File: config.mk
export PLATFORM = sky130hd
export DESIGN_NAME = seq_divider_64by32
export DESIGN_NICKNAME = d
export VERILOG_FILES = /design/src/rtl/seq_divider_64by32.sv
export SDC_FILE = /design/constraint.sdc
export NUM_CORES = 1
export LEC_CHECK = 0
export ABC_CLOCK_PERIOD_IN_PS = 6400
export CAP_MARGIN = 20
export CORE_MARGIN = 2
export CORE_UTILIZATION = 57
export DETAILED_ROUTE_END_ITERATION = 6
export PLACE_DENSITY = 0.87
export SYNTH_ARGS = -nofsm -noshare
export SYNTH_HDL_FRONTEND = slang
export SYNTH_SLANG_ARGS = --single-unit
File: constraint.sdc
create_clock -name clk -period 6.4 [get_ports clk]
set_clock_uncertainty 0.1 [all_clocks]
set_input_delay 1.92 -clock clk [delete_from_list [all_inputs] [get_ports clk]]
set_output_delay 1.92 -clock clk [all_outputs]
set_load 0.01 [all_outputs]
File: src/rtl/seq_divider_64by32.sv
// Iterative restoring divider: 2*WIDTH-bit dividend / WIDTH-bit divisor,
// one quotient bit per clock under a start/busy/done handshake.
// Optional macro DIV_ERR_CHECK_EN enables divide-by-zero / overflow detection
// with a one-cycle fast path; without it the flags are held at 0.
module seq_divider_64by32 #(
  parameter int unsigned WIDTH = 32
) (
  input  logic                 clk,
  input  logic                 rst,
  input  logic                 start,
  input  logic [2*WIDTH-1:0]   dividend,
  input  logic [WIDTH-1:0]     divisor,
  output logic                 busy,
  output logic                 done,
  output logic [WIDTH-1:0]     quotient,
  output logic [WIDTH-1:0]     remainder,
  output logic                 div_zero,
  output logic                 overflow
);

  localparam int unsigned DW = 2 * WIDTH;
  localparam int unsigned CW = $clog2(WIDTH) + 1;

  typedef enum logic [1:0] {
    S_IDLE = 2'd0,
    S_CALC = 2'd1,
    S_DONE = 2'd2
  } state_e;

  state_e             state_q, state_d;
  logic [CW-1:0]      cnt_q, cnt_d;
  logic [WIDTH-1:0]   rem_q, rem_d;       // partial remainder (always < divisor once in CALC)
  logic [WIDTH-1:0]   lo_q, lo_d;         // low dividend bits shifting out, quotient bits shifting in
  logic [WIDTH-1:0]   dvs_q, dvs_d;
  logic [WIDTH-1:0]   quotient_q, quotient_d;
  logic [WIDTH-1:0]   remainder_q, remainder_d;
  logic               busy_q, busy_d;
  logic               done_q, done_d;
  logic               div_zero_q, div_zero_d;
  logic               overflow_q, overflow_d;

  logic [WIDTH:0]     trial_c;
  logic [WIDTH-1:0]   diff_c;
  logic               take_c;
  logic [WIDTH-1:0]   rem_next_c;

  // One restoring step: shift in the next dividend bit and conditionally subtract.
  always_comb begin
    trial_c    = {rem_q, lo_q[WIDTH-1]};
    take_c     = (trial_c >= {1'b0, dvs_q});
    diff_c     = WIDTH'(trial_c - {1'b0, dvs_q});
    rem_next_c = take_c ? diff_c : trial_c[WIDTH-1:0];
  end

  // Next-state and datapath update.
  always_comb begin
    state_d     = state_q;
    cnt_d       = cnt_q;
    rem_d       = rem_q;
    lo_d        = lo_q;
    dvs_d       = dvs_q;
    quotient_d  = quotient_q;
    remainder_d = remainder_q;
    busy_d      = busy_q;
    done_d      = 1'b0;
    div_zero_d  = div_zero_q;
    overflow_d  = overflow_q;

    case (state_q)
      S_IDLE, S_DONE: begin
        if (start) begin
          dvs_d      = divisor;
          rem_d      = dividend[DW-1:WIDTH];
          lo_d       = dividend[WIDTH-1:0];
          cnt_d      = '0;
          div_zero_d = 1'b0;
          overflow_d = 1'b0;
          busy_d     = 1'b1;
          state_d    = S_CALC;
`ifdef DIV_ERR_CHECK_EN
          if (divisor == '0 || dividend[DW-1:WIDTH] >= divisor) begin
            div_zero_d  = (divisor == '0);
            overflow_d  = (divisor != '0);
            quotient_d  = '1;
            remainder_d = dividend[WIDTH-1:0];
            busy_d      = 1'b0;
            done_d      = 1'b1;
            state_d     = S_DONE;
          end
`endif
        end else begin
          state_d = S_IDLE;
        end
      end
      S_CALC: begin
        rem_d = rem_next_c;
        lo_d  = {lo_q[WIDTH-2:0], take_c};
        cnt_d = CW'(cnt_q + 1'b1);
        if (cnt_q == CW'(WIDTH - 1)) begin
          quotient_d  = {lo_q[WIDTH-2:0], take_c};
          remainder_d = rem_next_c;
          busy_d      = 1'b0;
          done_d      = 1'b1;
          state_d     = S_DONE;
        end
      end
      default: begin
        state_d = S_IDLE;
        busy_d  = 1'b0;
      end
    endcase
  end

  // State and result registers with synchronous reset.
  always_ff @(posedge clk) begin
    if (rst) begin
      state_q     <= S_IDLE;
      cnt_q       <= '0;
      rem_q       <= '0;
      lo_q        <= '0;
      dvs_q       <= '0;
      quotient_q  <= '0;
      remainder_q <= '0;
      busy_q      <= 1'b0;
      done_q      <= 1'b0;
      div_zero_q  <= 1'b0;
      overflow_q  <= 1'b0;
    end else begin
      state_q     <= state_d;
      cnt_q       <= cnt_d;
      rem_q       <= rem_d;
      lo_q        <= lo_d;
      dvs_q       <= dvs_d;
      quotient_q  <= quotient_d;
      remainder_q <= remainder_d;
      busy_q      <= busy_d;
      done_q      <= done_d;
      div_zero_q  <= div_zero_d;
      overflow_q  <= overflow_d;
    end
  end

  assign busy      = busy_q;
  assign done      = done_q;
  assign quotient  = quotient_q;
  assign remainder = remainder_q;
  assign div_zero  = div_zero_q;
  assign overflow  = overflow_q;

endmodule
* Yosys cells after proc, flatten, opt, wreduce, memory -nomap -nowiden *
Cells that the tools add are included.

operators by class
  $add $sub $neg = 2
  $lt $le $gt $ge = 1
  equal/unequal tests = 5
  muxes and demuxes = 14
  bitwise gates (word level) = 1
  reduce and logical (&&, ||, !) cells = 8

operators by type and width
  cell                                                                   number
  32-bit one-hot mux with 2 select lines                                 2
  32-bit 2-to-1 mux                                                      3
  33-bit by 32-bit >= comparator with 1-bit output                       1
  32-bit subtractor                                                      1
  6-bit one-hot mux with 2 select lines                                  1
  2-bit AND reduction                                                    4
  6-bit by 1-bit adder with 6-bit output, second input constant          1
  6-bit by 5-bit equality test with 1-bit output, second input constant  1
  6-bit 2-to-1 mux                                                       1
  1-bit 2-to-1 mux                                                       4
  2-bit inequality test, second input constant                           2
  2-bit one-hot mux with 2 select lines                                  1
  2-bit OR reduction                                                     2
  2-bit by 1-bit equality test with 1-bit output, second input constant  1
  2-bit equality test, second input constant                             1
  2-bit zero test                                                        1
  2-bit 2-to-1 mux                                                       1
  1-bit one-hot mux with 2 select lines                                  1
  2-bit nonzero test                                                     1
  1-bit inverter                                                         1

word-level totals
  register bits = 170
  bits of input ports = 99
  output and inout port bits = 68

* Longest topological paths before layout *
Gate-level depths: netlist (run 1).

  depth after elaboration = 4
  depth in mapped cells = 13
  gate-level depth less buffers = 12

* Worst setup path before layout (run 1) *
Ideal clock, no wire load.

  path kind = input-to-reg
  from = in start
  to = reg lo_q[23]
  setup time = 0.070 ns
  arrival time = 3.138 ns
  slack = 3.091 ns
  cell stages on the path = 7
  buffers on the path = 3
  path through = nor2b_1 clkbuf_1 nor2_1 clkbuf_1 clkbuf_1 nand2_1 a21oi_1

between the ends
  word-level cells in the longest chain between the ends = 2

ends and longest elaborated chain
  what                             line  text
  start, declared                  10    input logic start,
  2-bit inequality test (no line)  -
  2-bit AND reduction (no line)    -
  end signal, assigned             132   lo_q <= lo_d;
  end, declared                    33    logic [WIDTH-1:0] lo_q, lo_d;

No other way between the ends.
A chain may end at the register's enable or synchronous reset.

==> out/metrics.yaml, run 1 <==
path_clk_slew_ns: 0.07
routed_wl_mm: 25.3
synth_flop_cell: "dfxtp_1"
rsz0062_at_grt: "false"
first_pass_iters: 6
avgSynthCellArea_um2: 8.01
cts_root_buf: "clkbuf_16"
swShare: 0.398
die_w_um: 127
crit_type: "in2reg"
cts_hold_buf: 0
layout_commonest_cell: "nand2_1"
power.leakage_nw: 4.06
cts_tree: "done"
dpl_cell_area_mm2: 0.0103
crit_fanout: 68
grt_pass1_vias: 8077
drive_gt1_frac: 0.0505
fin_nets: 1328
finalPower_mw: 3.90
comb_power_share: 0.428
portBuffers: 164
fillCellCount: 1164
core_area_mm2: 0.0150
yosysTopAreaCell: "dfxtp_1"
synthArstFlopShare: 0
ant_nets: 0
synth_area_leaders: "dfxtp_1 39%, a21oi_1 8.3%, nand2_1 8.2%"
post_cts_resized: 0
critPathLaunchType: "primary input"
fin_area_mm2: 0.0109
p_int_mw: 2.35
area_growth_syn_to_layout_pct: 25.7
crit_required_ns: 6.65
num_io_pins: 167
p_seq_frac: 0.308
finalMaxSlewViolations: 0
worstMarginPinSlew_ns: 1.09
final.min_clock_period_ns: 4.00
htreeDepth: 4
max_cap_viol_count: 0
viasPerCell: 6.24
clock_path_buffers: 2
worstPathArrival_ns: 4.25
setup_viol: 0
status: "complete, no violations"
gp_congestion: 0.974
synth_edf_count: 0
yosysWarnings: 0
relSlewSlack: 0.276
fmax_mhz: 250
diodes: 0
synth_top_area_share: 0.393
grt_antenna_before_repair: 0
dieArea_mm2: 0.0162
grt_pass1_wl_mm: 40.1
overflow: 0
cts.sinks: 170
num_rows: 45
p_sw_mw: 1.55
tns_ns: 0
end_kind: "flip-flop"
grt_max_degree: 98
ys_seq_area_frac: 0.393
netlist-cell-type-count: 70
dp_hpwl_mm: 16.8
grt_usage: 0.308
ir_drop_v: 0.000249
post_cts_buffers: 0
clkPwrFrac: 0.264
min_path_type: "reg2reg"
hold_viol: 0
wl_per_cell_um: 18.1
syn_inst: 1081
drt_iter0_markers: 901
syn_area_mm2: 0.00865
initial_utilization: 0.576
layout_common_cells: "189 x nand2_1, 170 x dfxtp_1, 163 x clkdlybuf4s50_1"
drc: 0
die_h_um: 127
period_share: 0.625
ys_ff_latch: 170
insertion_delay_ns: 0.44
dr_total_vias: 8711
powerDensity_mw_per_mm2: 358
numCtsBuffers: 17
## through the flow
stage	hold slack (ns)	utilization	cells	setup WS, ns
2_1_floorplan	0.336	-	1082	3.09
3_3_place_gp	0.341	0.682	1362	1.84
3_5_place_dp	0.347	0.682	1362	1.77
4_1_cts	0.358	0.721	1393	2.22
5_1_grt	0.374	0.724	1395	2.22
6_report	0.356	0.724	1395	2.40
## cells in the mapped netlist (4+ instances only)
| library cell | count |
|---|---|
| a211oi_1 | 23 |
| a21o_1 | 16 |
| a21oi_1 | 144 |
| a22oi_1 | 65 |
| a31oi_1 | 7 |
| and3_1 | 11 |
| buf_1 | 5 |
| buf_4 | 5 |
| clkbuf_1 | 62 |
| dfxtp_1 | 170 |
| ha_1 | 33 |
| inv_1 | 47 |
| mux2i_1 | 25 |
| nand2_1 | 189 |
| nand2b_1 | 6 |
| nand3_1 | 19 |
| nand4_1 | 10 |
| nor2_1 | 53 |
| nor2b_1 | 6 |
| nor3_1 | 12 |
| nor4_1 | 5 |
| o211ai_1 | 6 |
| o21a_1 | 4 |
| o21ai_0 | 37 |
| o21bai_1 | 5 |
| o22ai_1 | 24 |
| or3_1 | 4 |
| xnor2_1 | 13 |
| xor2_1 | 9 |
## final timing paths
kind / endpoint / slack, ns / depth (start not counted) / from
worst min-delay path: dvs_q[8] / 0.36 / 2 / dvs_q[8]
worst max register to register: remainder[29] / 2.42 / 11 / dvs_q[15]
worst max-delay path: rem_q[2] / 2.40 / 5 / rst
worst min register to register: dvs_q[8] / 0.36 / 2 / dvs_q[8]
## logic make-up after synthesis
logic type	Yosys count	share of synthesized area
other	1	0.000433
AND/OR/NAND/NOR	331	0.168
XOR/XNOR	22	0.0223
flip-flops	170	0.393
AO/OA/AOI/OAI	369	0.272
adder cells (fa/ha/maj)	34	0.0500
buffers and inverters	127	0.0623
multiplexers	27	0.0315
## worst max-delay path, cell delays in order
cell	delay (ns)
buf_4	0.31
inv_1	0.79
nand2_1	0.63
buf_8	0.35
o32ai_1	0.21
## layout make-up
| cell class | count | area, µm² | area share |
|---|---|---|---|
| Timing Repair Buffer | 174 | 1730 | 0.159 |
| Clock buffer | 17 | 425 | 0.0391 |
| Tap cell | 188 | 235 | 0.0216 |
| Multi-Input combinational cell | 785 | 4750 | 0.436 |
| Clock inverter | 14 | 160 | 0.0147 |
| Sequential cell | 170 | 3400 | 0.313 |
| Inverter | 47 | 176 | 0.0162 |
## metal layers
layer / vias to the layer above / GRT usage / wire length, µm
met5: - / 0 / 0
met2: 429 / 0.495 / 11800
met3: 56 / 0.0716 / 2060
met1: 4132 / 0.406 / 10800
met4: 0 / 0.118 / 680
li1: 4094 / - / -
## power by group through the flow
stage          clock network, mW  registers, mW  logic [mW]
3_5_place_dp                   0           1.22        1.59
3_3_place_gp                   0           1.22        1.57
4_1_cts                     1.04           1.20        1.62
5_1_grt                     1.08           1.21        1.79
2_1_floorplan                  0           1.20        1.27
6_report                    1.03           1.20        1.67
## registers in the layout, summed over array words and instances (netlist names), 2 cells and up
name	cells
dvs_q	32
lo_q	32
quotient	32
rem_q	32
remainder	32
cnt_q	6
state_q	2
Note: power is estimated with default switching activity, not from simulation.
==> run 2, diff against run 1 <==
- ABC_CLOCK_PERIOD_IN_PS: 6400 -> 3900
- CORE_UTILIZATION: 57 -> 53
- PLACE_DENSITY: 0.87 -> 0.81
- clock period: 6.4 -> 3.9 ns (I/O delays scaled with it)
==> run 2 against run 1 <==
Die area increased by 7.3%. Global-route usage decreased by 1.2 points. Register-to-register slack got worse by 1.8 ns. Worst hold slack about the same. Combinational power increased by 63%. Cell count increased by 2.5%. Wire length increased by 2.3%. Setup slack got worse by 1.8 ns. Sequential power increased by 65%.
==> out/metrics.yaml, run 2 (synthesized netlist as in run 1, its figures left out) <==
final_cell_count_no_fill: 1430  # +2.5%
grt_usage: 0.296  # -0.0121
rsz0062_at_grt: "false"
wl_per_cell_um: 18.1  # -0.20%
dr_total_vias: 8538  # -2.0%
cpMostUsedCell: "inv_1"
htreeDepth: 4  # unchanged
ir_drop_v: 0.000370  # +49%
finalMaxSlewViolations: 0  # unchanged
clock_path_buffers: 2  # unchanged
p_seq_frac: 0.306  # -0.002
dieArea_mm2: 0.0174  # +7.3%
power.leakage_nw: 4.11  # +1.2%
cts_hold_buf: 0  # unchanged
num_rows: 46  # +2.2%
tns_ns: 0  # unchanged
grt_max_degree: 98  # unchanged
diodes: 0  # unchanged
fin_nets: 1334  # +0.45%
ant_nets: 0  # unchanged
initial_utilization: 0.543  # -0.0328
critical-path-max-stage-delay_ns: 0.43  # -0.36 ns
crit_type: "reg2reg"
area_growth_syn_to_layout_pct: 27.1
grt_pass1_vias: 8295  # +2.7%
period_share: 0.840
max_cap_viol_count: 0  # unchanged
cts_tree: "done"
path_clk_slew_ns: 0.07  # about the same
drt_iter0_markers: 711  # -21%
final.min_clock_period_ns: 3.28
first_pass_iters: 5  # -1
min_path_type: "reg2reg"
dpl_cell_area_mm2: 0.0104  # +1.1%
die_h_um: 132  # +3.6%
overflow: 0  # unchanged
dp.cells: 1398  # +2.6%
swShare: 0.395  # -0.00261
dp_hpwl_mm: 17.8  # +5.6%
grt_antenna_before_repair: 0  # unchanged
cts.sinks: 170  # unchanged
status: "complete, no violations"
path_delay_family: "compound AO/OA/AOI/OAI gates"
p_int_mw: 3.91  # +67%
setup_viol: 0  # unchanged
p_sw_mw: 2.55  # +65%
fin_area_mm2: 0.0110  # +1.1%
routed_wl_mm: 25.9  # +2.3%
critPathLaunchType: "flip-flop"
numCtsBuffers: 17  # unchanged
crit_chain: "inv_1, ha_1, inv_1, fa_1, a21o_1, a221o_1, a2111oi_2, nor3_1, o21ai_0, a21oi_1, a211oi_1, nor2_1"
relSlewSlack: 0.443  # +0.167
insertion_delay_ns: 0.43  # about the same
powerDensity_mw_per_mm2: 588  # +64%
drive_gt1_frac: 0.0552  # +0.00465
drc: 0  # unchanged
critPathSlowestCell: "a2111oi_2"
seq_area_mm2: 0.00340  # unchanged
clkPwrFrac: 0.272  # +0.008
portBuffers: 164  # unchanged
worstMarginPinSlew_ns: 0.835  # -0.250 ns
core_area_mm2: 0.0159  # +6.1%
layout_commonest_cell: "nand2_1"
reg2regPathDepth: 12  # +1
end_kind: "flip-flop"
fmax_mhz: 305
cp.buffers_inverters: 2  # -1
crit_required_ns: 4.12  # -2.53 ns
fillCellCount: 1329  # +14%
cts_root_buf: "clkbuf_16"
viasPerCell: 5.97  # -4.4%
gp_congestion: 0.972  # -0.13%
path_depth: 12  # +7
num_io_pins: 167  # unchanged
post_cts_resized: 0  # unchanged
comb_power_share: 0.422  # -0.006
hold_path_depth: 2  # unchanged
layout_common_cells: "189 x nand2_1, 170 x dfxtp_1, 163 x clkdlybuf4s50_1"
crit_fanout: 3  # -96%
die_w_um: 132  # +3.6%
multiInputGateArea_mm2: 0.00474  # about the same
hold_viol: 0  # unchanged
grt_pass1_wl_mm: 42.1  # +4.9%
post_cts_buffers: 0  # unchanged
fin_util: 0.690  # -0.0338
worstPathArrival_ns: 3.49  # -0.76 ns
run 2: cell types whose count changed in the layout (fill, tap and decap cells not counted), sizes merged:
| cell | change |
|---|---|
| clkinvlp | -2 |
| clkinv | +4 |
| buf | +6 |
| inv | -1 |
run 2: power by group through the flow:
stage               Combinational (mW)  Sequential (mW)  Clock [mW]
floorplan                         2.09             1.97           0
global placement                  2.64             2.01           0
detailed placement                2.66             2.01           0
CTS                               2.68             1.97        1.77
global route                      2.97             1.99        1.85
finish                            2.73             1.98        1.76
run 2: through the flow:
step                      hold slack (ns)  power [mW]  setup slack (ns)
after floorplan                     0.336        4.06              1.03
after global placement              0.344        4.64             0.773
after detailed placement            0.347        4.67             0.689
after CTS                           0.358        6.43             0.651
after global routing                0.373        6.81             0.427
final                               0.356        6.46             0.625
run 2: final cells by class:
cell class | count | area share
clock buffer | 17 | 0.0387
clock inverter | 15 | 0.0180
inverter | 47 | 0.0160
multi-input combinational | 785 | 0.431
sequential | 170 | 0.309
tap | 216 | 0.0246
timing repair buffer | 180 | 0.162
run 2: routing by layer:
layer | global-route usage | vias to the layer above | wire, µm
li1 | - | 4093 | -
met1 | 0.384 | 4079 | 11400
met2 | 0.486 | 324 | 12300
met3 | 0.0769 | 42 | 1640
met4 | 0.0918 | 0 | 578
met5 | 0 | - | 0
run 2: worst paths after layout:
path | start | to | slack [ns]
setup reg to reg | lo_q[31] | remainder[26] | 0.62
hold / removal | quotient[8] | quotient[8] | 0.36
hold reg to reg | quotient[8] | quotient[8] | 0.36
setup / recovery | lo_q[31] | remainder[26] | 0.62
run 2: worst register-to-register path: cells and delay by family, from the launching register on:
family          cells  cell delay [ns]
compound gates      6             1.79
fa+ha+maj           2             0.57
buf+inv             2             0.14
flops               1             0.31
simple gates        2             0.25
==> run 3, diff against run 2 <==
- ABC_CLOCK_PERIOD_IN_PS: 3900 -> 2700
- CORE_UTILIZATION: 53 -> 47
- PLACE_DENSITY: 0.81 -> 0.76
- clock period: 3.9 -> 2.7 ns (I/O delays scaled with it)
==> run 3 against run 2 <==
Die area is 12% higher. Largest cell class unchanged. Utilization rose by 1.5 points. The run now ends with setup timing left. Register-to-register slack lost 0.87 ns. First-iteration DRC count rose by 19%.
==> out/metrics.yaml, run 3 (synthesized netlist as in run 1, its figures left out) <==
p_sw_mw: 4.61  # +81%
rsz0062_at_grt: "true"
clkPwrFrac: 0.213  # -0.059
drt_iter0_markers: 847  # +19%
wl_met2_mm: 13.7  # +12%
grt_antenna_before_repair: 0  # unchanged
core_area_mm2: 0.0180  # +13%
portBuffers: 164  # unchanged
layout_setup_ws_ns: -0.248  # -0.873 ns
p_seq_frac: 0.240  # -0.066
ant_nets: 0  # unchanged
tns_ns: -3.92  # -3.92 ns
drive_gt1_frac: 0.215  # +0.160
grt_usage: 0.288  # -0.00849
gp_congestion: 0.975  # +0.26%
comb_power_share: 0.548  # +0.126
dr_total_vias: 9171  # +7.4%
cts.sinks: 170  # unchanged
hold_viol: 0  # unchanged
crit_chain: "inv_2, ha_4, inv_2, fa_2, a21o_1, a221o_1, a2111oi_4, buf_4, nor3_4, o32ai_2, xor2_1, o221ai_1"
crit_fanout: 3  # unchanged
first_pass_iters: 7  # +2
dp_hpwl_mm: 19.8  # +11%
crit_type: "reg2reg"
viasPerCell: 5.85  # -2.0%
num_rows: 49  # +6.5%
fmax_mhz: 339  # +11%
swShare: 0.387  # -0.00780
path_delay_family: "compound AO/OA/AOI/OAI gates"
critPathLaunchType: "flip-flop"
finalPower_mw: 11.9  # +84%
drc: 0  # unchanged
clock_path_buffers: 2  # unchanged
final.min_clock_period_ns: 2.95  # -0.327 ns
numCtsBuffers: 17  # unchanged
critical-path-max-stage-delay_ns: 0.42  # about the same
initial_utilization: 0.480  # -0.0627
die_w_um: 140  # +6.0%
relSlewSlack: 0.663  # +0.220
max_cap_viol_count: 0  # unchanged
cts_tree: "done"
area_growth_syn_to_layout_pct: 46.8
htreeDepth: 4  # unchanged
grt_pass1_wl_mm: 45.4  # +7.8%
layout_common_cells: "186 x nand2_1, 163 x clkdlybuf4s50_1, 162 x dfxtp_1"
period_share: 1.09  # +0.252
cpMostUsedCell: "inv_2"
dpl_cell_area_mm2: 0.0113  # +8.7%
violations: "setup timing"
finalMaxSlewViolations: 0  # unchanged
setup_viol: 42  # +42
end_kind: "flip-flop"
min_path_type: "reg2reg"
ir_drop_v: 0.000544  # +47%
die_h_um: 140  # +6.0%
fin_area_mm2: 0.0127  # +15%
status: "finished with violations"
cp.buffers_inverters: 3  # +1
power.leakage_nw: 4.82  # +17%
met1_length_mm: 12.6  # +10%
routed_wl_mm: 29.3  # +13%
wl_per_cell_um: 18.7  # +3.4%
cts_root_buf: "clkbuf_16"
grt_pass1_vias: 8588  # +3.5%
top_layer: "met4"
layout_commonest_cell: "nand2_1"
overflow: 0  # unchanged
cts_hold_buf: 0  # unchanged
path_clk_slew_ns: 0.07  # about the same
fillCellCount: 1387  # +4.4%
critPathSlowestCell: "a2111oi_4"
fin_nets: 1459  # +9.4%
num_io_pins: 167  # unchanged
dieArea_mm2: 0.0195  # +12%
p_int_mw: 7.29  # +87%
grt_max_degree: 78  # -20%
met3WireLength_mm: 2.23  # +36%
crit_required_ns: 2.91  # -1.21 ns
powerDensity_mw_per_mm2: 937  # +60%
diodes: 0  # unchanged
worstMarginPinSlew_ns: 0.501  # -0.335 ns
worstPathArrival_ns: 3.16  # -0.33 ns
insertion_delay_ns: 0.44  # about the same
[run 3: tightest hold or removal path, cell delays in order, from the launching register on]
cell and delay (ns):
dfxtp_1 0.31, nand2_1 0.05, a21oi_1 0.05
[run 3: final timing paths]
check / startpoint / endpoint / slack [ns] / cells after the start
worst max-delay path: lo_q[31] / rem_q[24] / -0.25 / 12
worst min register to register: quotient[8] / quotient[8] / 0.35 / 2
worst min-delay path: quotient[8] / quotient[8] / 0.35 / 2
worst max register to register: lo_q[31] / rem_q[24] / -0.25 / 12
[run 3: area by class of cell]
| class | instances | area [µm²] | share of cell area |
|---|---|---|---|
| clock buffers | 18 | 439 | 0.0346 |
| inverters | 47 | 176 | 0.0139 |
| repair buffers | 305 | 2860 | 0.225 |
| clock inverters | 14 | 170 | 0.0134 |
| multi-input cells | 785 | 5360 | 0.422 |
| flip-flops and latches | 170 | 3410 | 0.269 |
| well taps | 229 | 287 | 0.0226 |
[run 3: what timing repair did]
| action | CTS | global route |
|---|---|---|
| gates resized for setup | 58 | 60 |
| cloned | 3 | 1 |
| hold endpoints to repair | 0 | 0 |
| buffers inserted | 6 | 9 |
| pin swaps | 23 | 34 |
| setup endpoints to repair | 60 | 65 |
[run 3: through the flow]
stage | utilization | hold WS, ns | setup slack [ns] | instances
after floorplan | - | 0.336 | 0.00253 | 1082
after global placement | 0.626 | 0.344 | -0.148 | 1518
after detailed placement | 0.626 | 0.347 | -0.181 | 1518
after CTS | 0.683 | 0.357 | -0.140 | 1559
after global routing | 0.705 | 0.368 | -0.317 | 1568
final | 0.705 | 0.355 | -0.248 | 1568
[run 3: power groups by stage]
stage	Clock, mW	Combinational [mW]	Sequential (mW)
final	2.53	6.52	2.85
after global routing	2.67	6.88	2.87
after CTS	2.57	5.71	2.83
after detailed placement	0	4.77	2.87
after global placement	0	4.71	2.87
after floorplan	0	3.08	2.85
[run 3: metal layers]
layer | up-vias | GRT usage
met3 | 62 | 0.0492
met5 | - | 0
met1 | 4317 | 0.394
li1 | 4356 | -
met2 | 436 | 0.457
met4 | 0 | 0.106
